--- src/rtl/fm_demod_pkg.sv ---
// Shared types for the FM/AM demodulator slice.
//   mode_t  : output mode select (DISCRIM_ALT behaves as DISCRIM)
//   angle_t : unsigned CORDIC angle, 2^16 codes per turn
//   diff_t  : signed wrapped phase difference, [-pi, pi)
package fm_demod_pkg;

  typedef enum logic [1:0] {
    DISCRIM     = 2'd0,
    RAW_ANGLE   = 2'd1,
    RAMP        = 2'd2,
    DISCRIM_ALT = 2'd3
  } mode_t;

  localparam int unsigned ANGLE_W_DEFAULT = 16;

  typedef logic        [ANGLE_W_DEFAULT-1:0] angle_t;
  typedef logic signed [ANGLE_W_DEFAULT-1:0] diff_t;

endpackage

--- src/rtl/fm_discriminator_decim_accum.sv ---
// decim_accum: signed accumulate-and-dump over groups of 2^DECIM_LOG2 samples.
// A group also closes early when early_close is set on an accepted sample.
// Ports:
//   clk, rst_n   clock, async active-low reset
//   in_valid     sample accepted this cycle
//   in_data      signed sample
//   early_close  close the group on this sample (e.g. end of packet)
//   close        this sample closes the group (combinational)
//   sum          accumulator plus current sample (combinational)
//   grp_cnt      samples already accumulated in the open group
module decim_accum #(
  parameter int unsigned DATA_W     = 16,
  parameter int unsigned DECIM_LOG2 = 2
) (
  input  logic                                         clk,
  input  logic                                         rst_n,
  input  logic                                         in_valid,
  input  logic signed [DATA_W-1:0]                     in_data,
  input  logic                                         early_close,
  output logic                                         close,
  output logic signed [DATA_W+DECIM_LOG2-1:0]          sum,
  output logic [((DECIM_LOG2 > 0) ? DECIM_LOG2 : 1)-1:0] grp_cnt
);

  localparam int unsigned SUM_W = DATA_W + DECIM_LOG2;
  localparam int unsigned CNT_W = (DECIM_LOG2 > 0) ? DECIM_LOG2 : 1;
  localparam logic [CNT_W-1:0] LAST_CNT = CNT_W'((1 << DECIM_LOG2) - 1);

  // Wide enough for 2^DECIM_LOG2 full-scale samples, so it cannot overflow.
  logic signed [SUM_W-1:0] acc;

  always_comb begin
    sum   = acc + SUM_W'(in_data);
    close = early_close || (grp_cnt == LAST_CNT);
  end

  always_ff @(posedge clk or negedge rst_n) begin
    if (!rst_n) begin
      acc     <= '0;
      grp_cnt <= '0;
    end else if (in_valid) begin
      if (close) begin
        acc     <= '0;
        grp_cnt <= '0;
      end else begin
        acc     <= sum;
        grp_cnt <= grp_cnt + CNT_W'(1);
      end
    end
  end

endmodule

--- src/rtl/fm_discriminator.sv ---
// fm_discriminator: FM phase discriminator on AXI-Stream.
// Takes CORDIC {angle, magnitude} beats, forms the wrapped phase difference
// between consecutive samples, integrates and decimates by 2^DECIM_LOG2,
// and emits one signed, sign-extended result per group.
// Ports:
//   s00_axis_*   input stream; angle in the top ANGLE_W bits, rest ignored
//   mode         0 DISCRIM, 1 RAW_ANGLE, 2 RAMP, 3 DISCRIM
//   m00_axis_*   output stream, single register stage, tstrb all ones when valid
module fm_discriminator
  import fm_demod_pkg::*;
#(
  parameter int unsigned C_S00_AXIS_TDATA_WIDTH = 32,
  parameter int unsigned C_M00_AXIS_TDATA_WIDTH = 32,
  parameter int unsigned ANGLE_W                = 16,
  parameter int unsigned DECIM_LOG2             = 2,
  parameter int unsigned GAIN_SHIFT             = 1
) (
  input  logic                                  s00_axis_aclk,
  input  logic                                  s00_axis_aresetn,
  input  logic                                  s00_axis_tvalid,
  output logic                                  s00_axis_tready,
  input  logic [C_S00_AXIS_TDATA_WIDTH-1:0]     s00_axis_tdata,
  input  logic [(C_S00_AXIS_TDATA_WIDTH/8)-1:0] s00_axis_tstrb,
  input  logic                                  s00_axis_tlast,
  input  logic [1:0]                            mode,
  output logic                                  m00_axis_tvalid,
  input  logic                                  m00_axis_tready,
  output logic [C_M00_AXIS_TDATA_WIDTH-1:0]     m00_axis_tdata,
  output logic [(C_M00_AXIS_TDATA_WIDTH/8)-1:0] m00_axis_tstrb,
  output logic                                  m00_axis_tlast
);

  localparam int unsigned SUM_W = ANGLE_W + DECIM_LOG2;
  localparam int unsigned CNT_W = (DECIM_LOG2 > 0) ? DECIM_LOG2 : 1;
  localparam int unsigned SHIFT = DECIM_LOG2 + GAIN_SHIFT;
  localparam int unsigned EXT_A = C_M00_AXIS_TDATA_WIDTH - ANGLE_W;
  localparam int unsigned EXT_S = C_M00_AXIS_TDATA_WIDTH - SUM_W;

  logic                                accept;
  logic [ANGLE_W-1:0]                  angle;
  logic [ANGLE_W-1:0]                  prev_angle;
  logic                                prime;
  logic signed [ANGLE_W-1:0]           diff;
  logic                                grp_close;
  logic signed [SUM_W-1:0]             grp_sum;
  logic signed [SUM_W-1:0]             grp_scaled;
  logic [CNT_W-1:0]                    grp_cnt;
  mode_t                               mode_q;
  mode_t                               mode_eff;
  logic [ANGLE_W-1:0]                  ramp;
  logic [C_M00_AXIS_TDATA_WIDTH-1:0]   result;
  logic                                unused_inputs;

  assign unused_inputs = ^{s00_axis_tstrb, s00_axis_tdata[C_S00_AXIS_TDATA_WIDTH-ANGLE_W-1:0]};

  // Backpressure depends only on the output register, never on input data.
  assign s00_axis_tready = !m00_axis_tvalid || m00_axis_tready;
  assign accept          = s00_axis_tvalid && s00_axis_tready;
  assign angle           = s00_axis_tdata[C_S00_AXIS_TDATA_WIDTH-1 -: ANGLE_W];

  // Modular subtraction read as signed gives the shortest-path phase step.
  always_comb begin
    diff = '0;
    if (prime) begin
      diff = angle - prev_angle;
    end
  end

  decim_accum #(
    .DATA_W    (ANGLE_W),
    .DECIM_LOG2(DECIM_LOG2)
  ) u_decim_accum (
    .clk        (s00_axis_aclk),
    .rst_n      (s00_axis_aresetn),
    .in_valid   (accept),
    .in_data    (diff),
    .early_close(s00_axis_tlast),
    .close      (grp_close),
    .sum        (grp_sum),
    .grp_cnt    (grp_cnt)
  );

  // Mode is taken live on the first beat of a group and held in mode_q for
  // the rest of it, so a mid-group change only affects the next group.
  always_comb begin
    mode_eff   = (grp_cnt == '0) ? mode_t'(mode) : mode_q;
    grp_scaled = grp_sum >>> SHIFT;
    case (mode_eff)
      RAW_ANGLE: result = {{EXT_A{angle[ANGLE_W-1]}}, angle};
      RAMP:      result = {{EXT_A{ramp[ANGLE_W-1]}}, ramp};
      default:   result = {{EXT_S{grp_scaled[SUM_W-1]}}, grp_scaled};
    endcase
  end

  always_ff @(posedge s00_axis_aclk or negedge s00_axis_aresetn) begin
    if (!s00_axis_aresetn) begin
      prev_angle <= '0;
      prime      <= 1'b0;
    end else if (accept) begin
      prev_angle <= angle;
      prime      <= 1'b1;
    end
  end

  always_ff @(posedge s00_axis_aclk or negedge s00_axis_aresetn) begin
    if (!s00_axis_aresetn) begin
      mode_q <= DISCRIM;
    end else if (grp_cnt == '0) begin
      mode_q <= mode_t'(mode);
    end
  end

  always_ff @(posedge s00_axis_aclk or negedge s00_axis_aresetn) begin
    if (!s00_axis_aresetn) begin
      ramp <= '0;
    end else if (accept && grp_close && (mode_eff == RAMP)) begin
      ramp <= ramp + ANGLE_W'(1);
    end
  end

  // A closing push wins over a pop, giving back-to-back output without a bubble.
  always_ff @(posedge s00_axis_aclk or negedge s00_axis_aresetn) begin
    if (!s00_axis_aresetn) begin
      m00_axis_tvalid <= 1'b0;
      m00_axis_tdata  <= '0;
      m00_axis_tstrb  <= '0;
      m00_axis_tlast  <= 1'b0;
    end else if (accept && grp_close) begin
      m00_axis_tvalid <= 1'b1;
      m00_axis_tdata  <= result;
      m00_axis_tstrb  <= '1;
      m00_axis_tlast  <= s00_axis_tlast;
    end else if (m00_axis_tready) begin
      m00_axis_tvalid <= 1'b0;
      m00_axis_tstrb  <= '0;
    end
  end

endmodule

--- config.mk ---
export PLATFORM = sky130hd
export DESIGN_NAME = fm_discriminator
export DESIGN_NICKNAME = d
export VERILOG_FILES = /design/src/rtl/fm_demod_pkg.sv /design/src/rtl/fm_discriminator_decim_accum.sv /design/src/rtl/fm_discriminator.sv
export SDC_FILE = /design/constraint.sdc
export NUM_CORES = 1
export LEC_CHECK = 0
export CORE_AREA = 8 8 107 119
export CTS_CLUSTER_DIAMETER = 150
export DETAILED_ROUTE_END_ITERATION = 6
export DIE_AREA = 0 0 115 127
export PLACE_DENSITY_LB_ADDON = 0.12
export REMOVE_ABC_BUFFERS = 1
export SYNTH_ARGS = -nofsm -noshare
export SYNTH_HDL_FRONTEND = slang
export SYNTH_SLANG_ARGS = --single-unit
--- constraint.sdc ---
create_clock -name s00_axis_aclk -period 7.8 [get_ports s00_axis_aclk]
set_input_delay 1.17 -clock s00_axis_aclk [delete_from_list [all_inputs] [get_ports s00_axis_aclk]]
set_output_delay 1.17 -clock s00_axis_aclk [all_outputs]
set_load 0.01 [all_outputs]
==> run_results.csv <==
group,metric,value,unit
worst_setup_path,cp_max_fo,5,
detailed_routing,drt-wirelength-per-cell,16.8,um
final_layout,multi_input_area,2700,um2
sta,max-slew-margin-rel,25.3,%
cts,cts_root_buffer,"clkbuf_16",
detailed_routing,ant_nets,0,
power_and_ir_drop,power-per-cell-area,365,nW/um2
worst_setup_path,critical_path_class,"in -> reg",
yosys,syn_area_per_cell,9.16,um2
placement,dpl_cell_area,5440,um2
yosys,synth-edff-count,0,
placement,place_congestion,0.846,
detailed_routing,drt-pass1-iter-count,4,
sta,fin_setup_tns,0,ns
cts,cts.repair.resized,0,
cts,cts_setup_buffers,0,
final_layout,finalInstanceArea,5700,um2
final_layout,final_cell_mix,"73 x dfrtp_1, 62 x nand2_1, 60 x clkdlybuf4s50_1",
yosys,synth-seq-area-share,37.8,%
worst_setup_path,critPathLaunch,"s00_axis_tdata[16]",
run,cap_violations,0,
power_and_ir_drop,ir_drop,0.223,mV
min_path,hp-start,"m00_axis_tdata[8]$_DFFE_PN0P_",
yosys,synth-seq-cells,73,
cts,insertion_delay,0.34,ns
min_path,min_path_cells,1,
yosys,yosysWarningCount,0,
final_layout,layout.nets,647,
floorplanning,die_y,127,um
final_layout,n_antenna_cell,0,
yosys,ys_top_cells_by_area,"dfrtp_1 38%, ha_1 9.6%, nand2_1 4.8%",
detailed_routing,drt_iter0_drc,271,
cts,cts_hold_buf,0,
cts,h-tree-depth,3,
yosys,synthArstFlopShare,100,%
floorplanning,io_pins,82,
yosys,synth.top_cell.area_share,37.8,%
yosys,ys_types,62,
grt,grt_overflow_total,0,
final_layout,area_growth,17.8,%
sta,post-route-period-util,66.1,%
worst_setup_path,r2r_start,"prev_angle[0]$_DFFE_PN0P_",
floorplanning,row_count,40,
grt,grt_max_degree,74,
min_path,hold_class,"reg -> reg",
worst_setup_path,path_cells,"clkdlybuf4s50_1 > inv_1 > ha_1 > fa_1 > nor2b_1 > o21a_1 > o21ai_1 > a21oi_1 > a21oi_1 > xnor2_1 > and2_1 > ha_1 > and2_1 > and3_2 > a221oi_1 > a21boi_1 > o21bai_1 > xnor2_1 > a211oi_1 > a21o_1",
placement,port_buffers,61,
worst_setup_path,critPathMaxStageDelay,0.48,ns
sta,setup_viol,0,
worst_setup_path,critical_path_arrival,5.39,ns
worst_setup_path,rr_worst_depth,18,
yosys,synth_area_leader_cell,"dfrtp_1",
worst_setup_path,worst-path-buf-inv,2,
grt,antenna_found_initial,0,
cts,clock_path_buffers,2,
sta,max_clock_freq,0.194,GHz
floorplanning,core_area,10700,um2
final_layout,finalCoreUtilization,53.2,%
yosys,netlist_instances,528,
sta,finalMaxSlewViolations,0,
grt,track_usage,17.1,%
sta,rsz0062_at_grt,"no",
sta,worst_pin_slew,1.11,ns
floorplanning,initial_core_util,45.2,%
detailed_routing,drc,0,
cts,cts_sinks,73,
worst_setup_path,path_delay_family,"compound AO/OA/AOI/OAI gates",
placement,hpwl,8.77,mm
worst_setup_path,cp-end-kind,"register",
worst_setup_path,worst_path_max_delay_cell,"clkdlybuf4s50_1",
final_layout,regArea,1830,um2
grt,grt_pass1_wl,19.6,mm
final_layout,final_common_cell,"dfrtp_1",
power_and_ir_drop,p_leak,0.00258,uW
worst_setup_path,r2r_end,"m00_axis_tdata[11]$_DFFE_PN0P_",
detailed_routing,wl,12.0,mm
yosys,syn-cell-area,4840,um2
cts,cts_tree,"done",
final_layout,fillers,1027,
worst_setup_path,reg2reg_slack,3.66,ns
detailed_routing,num_vias,3913,
sta,skew,0.00543,ns
detailed_routing,routed_via_density,5.47,
floorplanning,dieWidth,115,um
yosys,synth_flop_cell,"dfrtp_1",
grt,grt_pass1_vias,3910,
sta,hold_viol_final,0,
worst_setup_path,start_kind,"primary input",
worst_setup_path,critPathRequiredTime,8.03,ns
final_layout,drive_gt1_share,6.50,%
cts,cts_buffers,9,
floorplanning,die-area,14600,um2
min_path,hold-path-endpoint,"m00_axis_tdata[8]$_DFFE_PN0P_",
sta,min_period,5.16,ns
cts,clkSlewWorstSetupHoldPaths,0.06,ns
status,status,"finished, final reports clean",
-- power breakdown --
part	switching (uW)	internal, uW
sequential	73.1	483
clock	156	220
combinational	623	525
-- worst max-delay path by stage --
stage / end / depth (start not counted) / slack, ns
floorplan: m00_axis_tdata[8]$_DFFE_PN0P_ / 19 / 3.26
finish: m00_axis_tdata[11]$_DFFE_PN0P_ / 20 / 2.64
CTS: m00_axis_tdata[11]$_DFFE_PN0P_ / 20 / 2.66
global route: m00_axis_tdata[14]$_DFFE_PN0P_ / 21 / 2.29
detailed placement: m00_axis_tdata[14]$_DFFE_PN0P_ / 21 / 2.36
global placement: m00_axis_tdata[14]$_DFFE_PN0P_ / 21 / 2.40
-- registers in the layout, summed over array words and instances (netlist names) --
signal                 flops
m00_axis_tdata            16
m00_axis_tlast             1
m00_axis_tstrb             1
mode_q                     2
prev_angle                16
prime                      1
ramp                      16
u_decim_accum.acc         18
u_decim_accum.grp_cnt      2
-- layer usage --
metal | track usage, % | share of wire [%] | routed length (um)
met5 | 0 | 0 | 0
met4 | 6.73 | 1.6 | 191
met3 | 2.59 | 4.1 | 493
met2 | 27.4 | 47 | 5630
met1 | 22.5 | 47 | 5710
-- through the flow --
step	setup slack, ns	cells	power (uW)	hold slack, ns
floorplan	3.26	489	1320	0.446
global placement	2.40	701	1680	0.460
detailed placement	2.36	701	1700	0.465
CTS	2.66	716	2090	0.478
global route	2.29	716	2230	0.495
finish	2.64	716	2080	0.473
-- cell usage after synthesis (7+ instances only) --
library cell	instances
xor2_1	13
nor2b_1	8
a22o_1	12
a21oi_1	36
a22oi_1	9
nand2_1	62
a221oi_1	7
inv_1	25
o21ai_0	42
clkbuf_1	17
xnor2_1	26
and2_1	12
ha_1	37
buf_4	20
nand3_1	7
nor3_1	7
a21o_1	13
dfrtp_1	73
nor2_1	19
-- cell type report --
type | instances | area share (%)
clock inverter | 4 | 0.351
sequential | 73 | 32.0
tap | 147 | 3.23
inverter | 25 | 1.65
multi-input combinational | 391 | 47.3
timing repair buffer | 65 | 11.2
clock buffer | 11 | 4.26
-- kinds of logic after synthesis --
kind of cell	Yosys count	synth area share, %
buffers and inverters	64	6.70
AO/OA/AOI/OAI	162	22.2
flip-flops	73	37.8
AND/OR/NAND/NOR	148	15.2
adder cells (fa/ha/maj)	39	10.4
XOR/XNOR	39	7.06
multiplexers	3	0.646
Power figures use the tool's default switching activity.
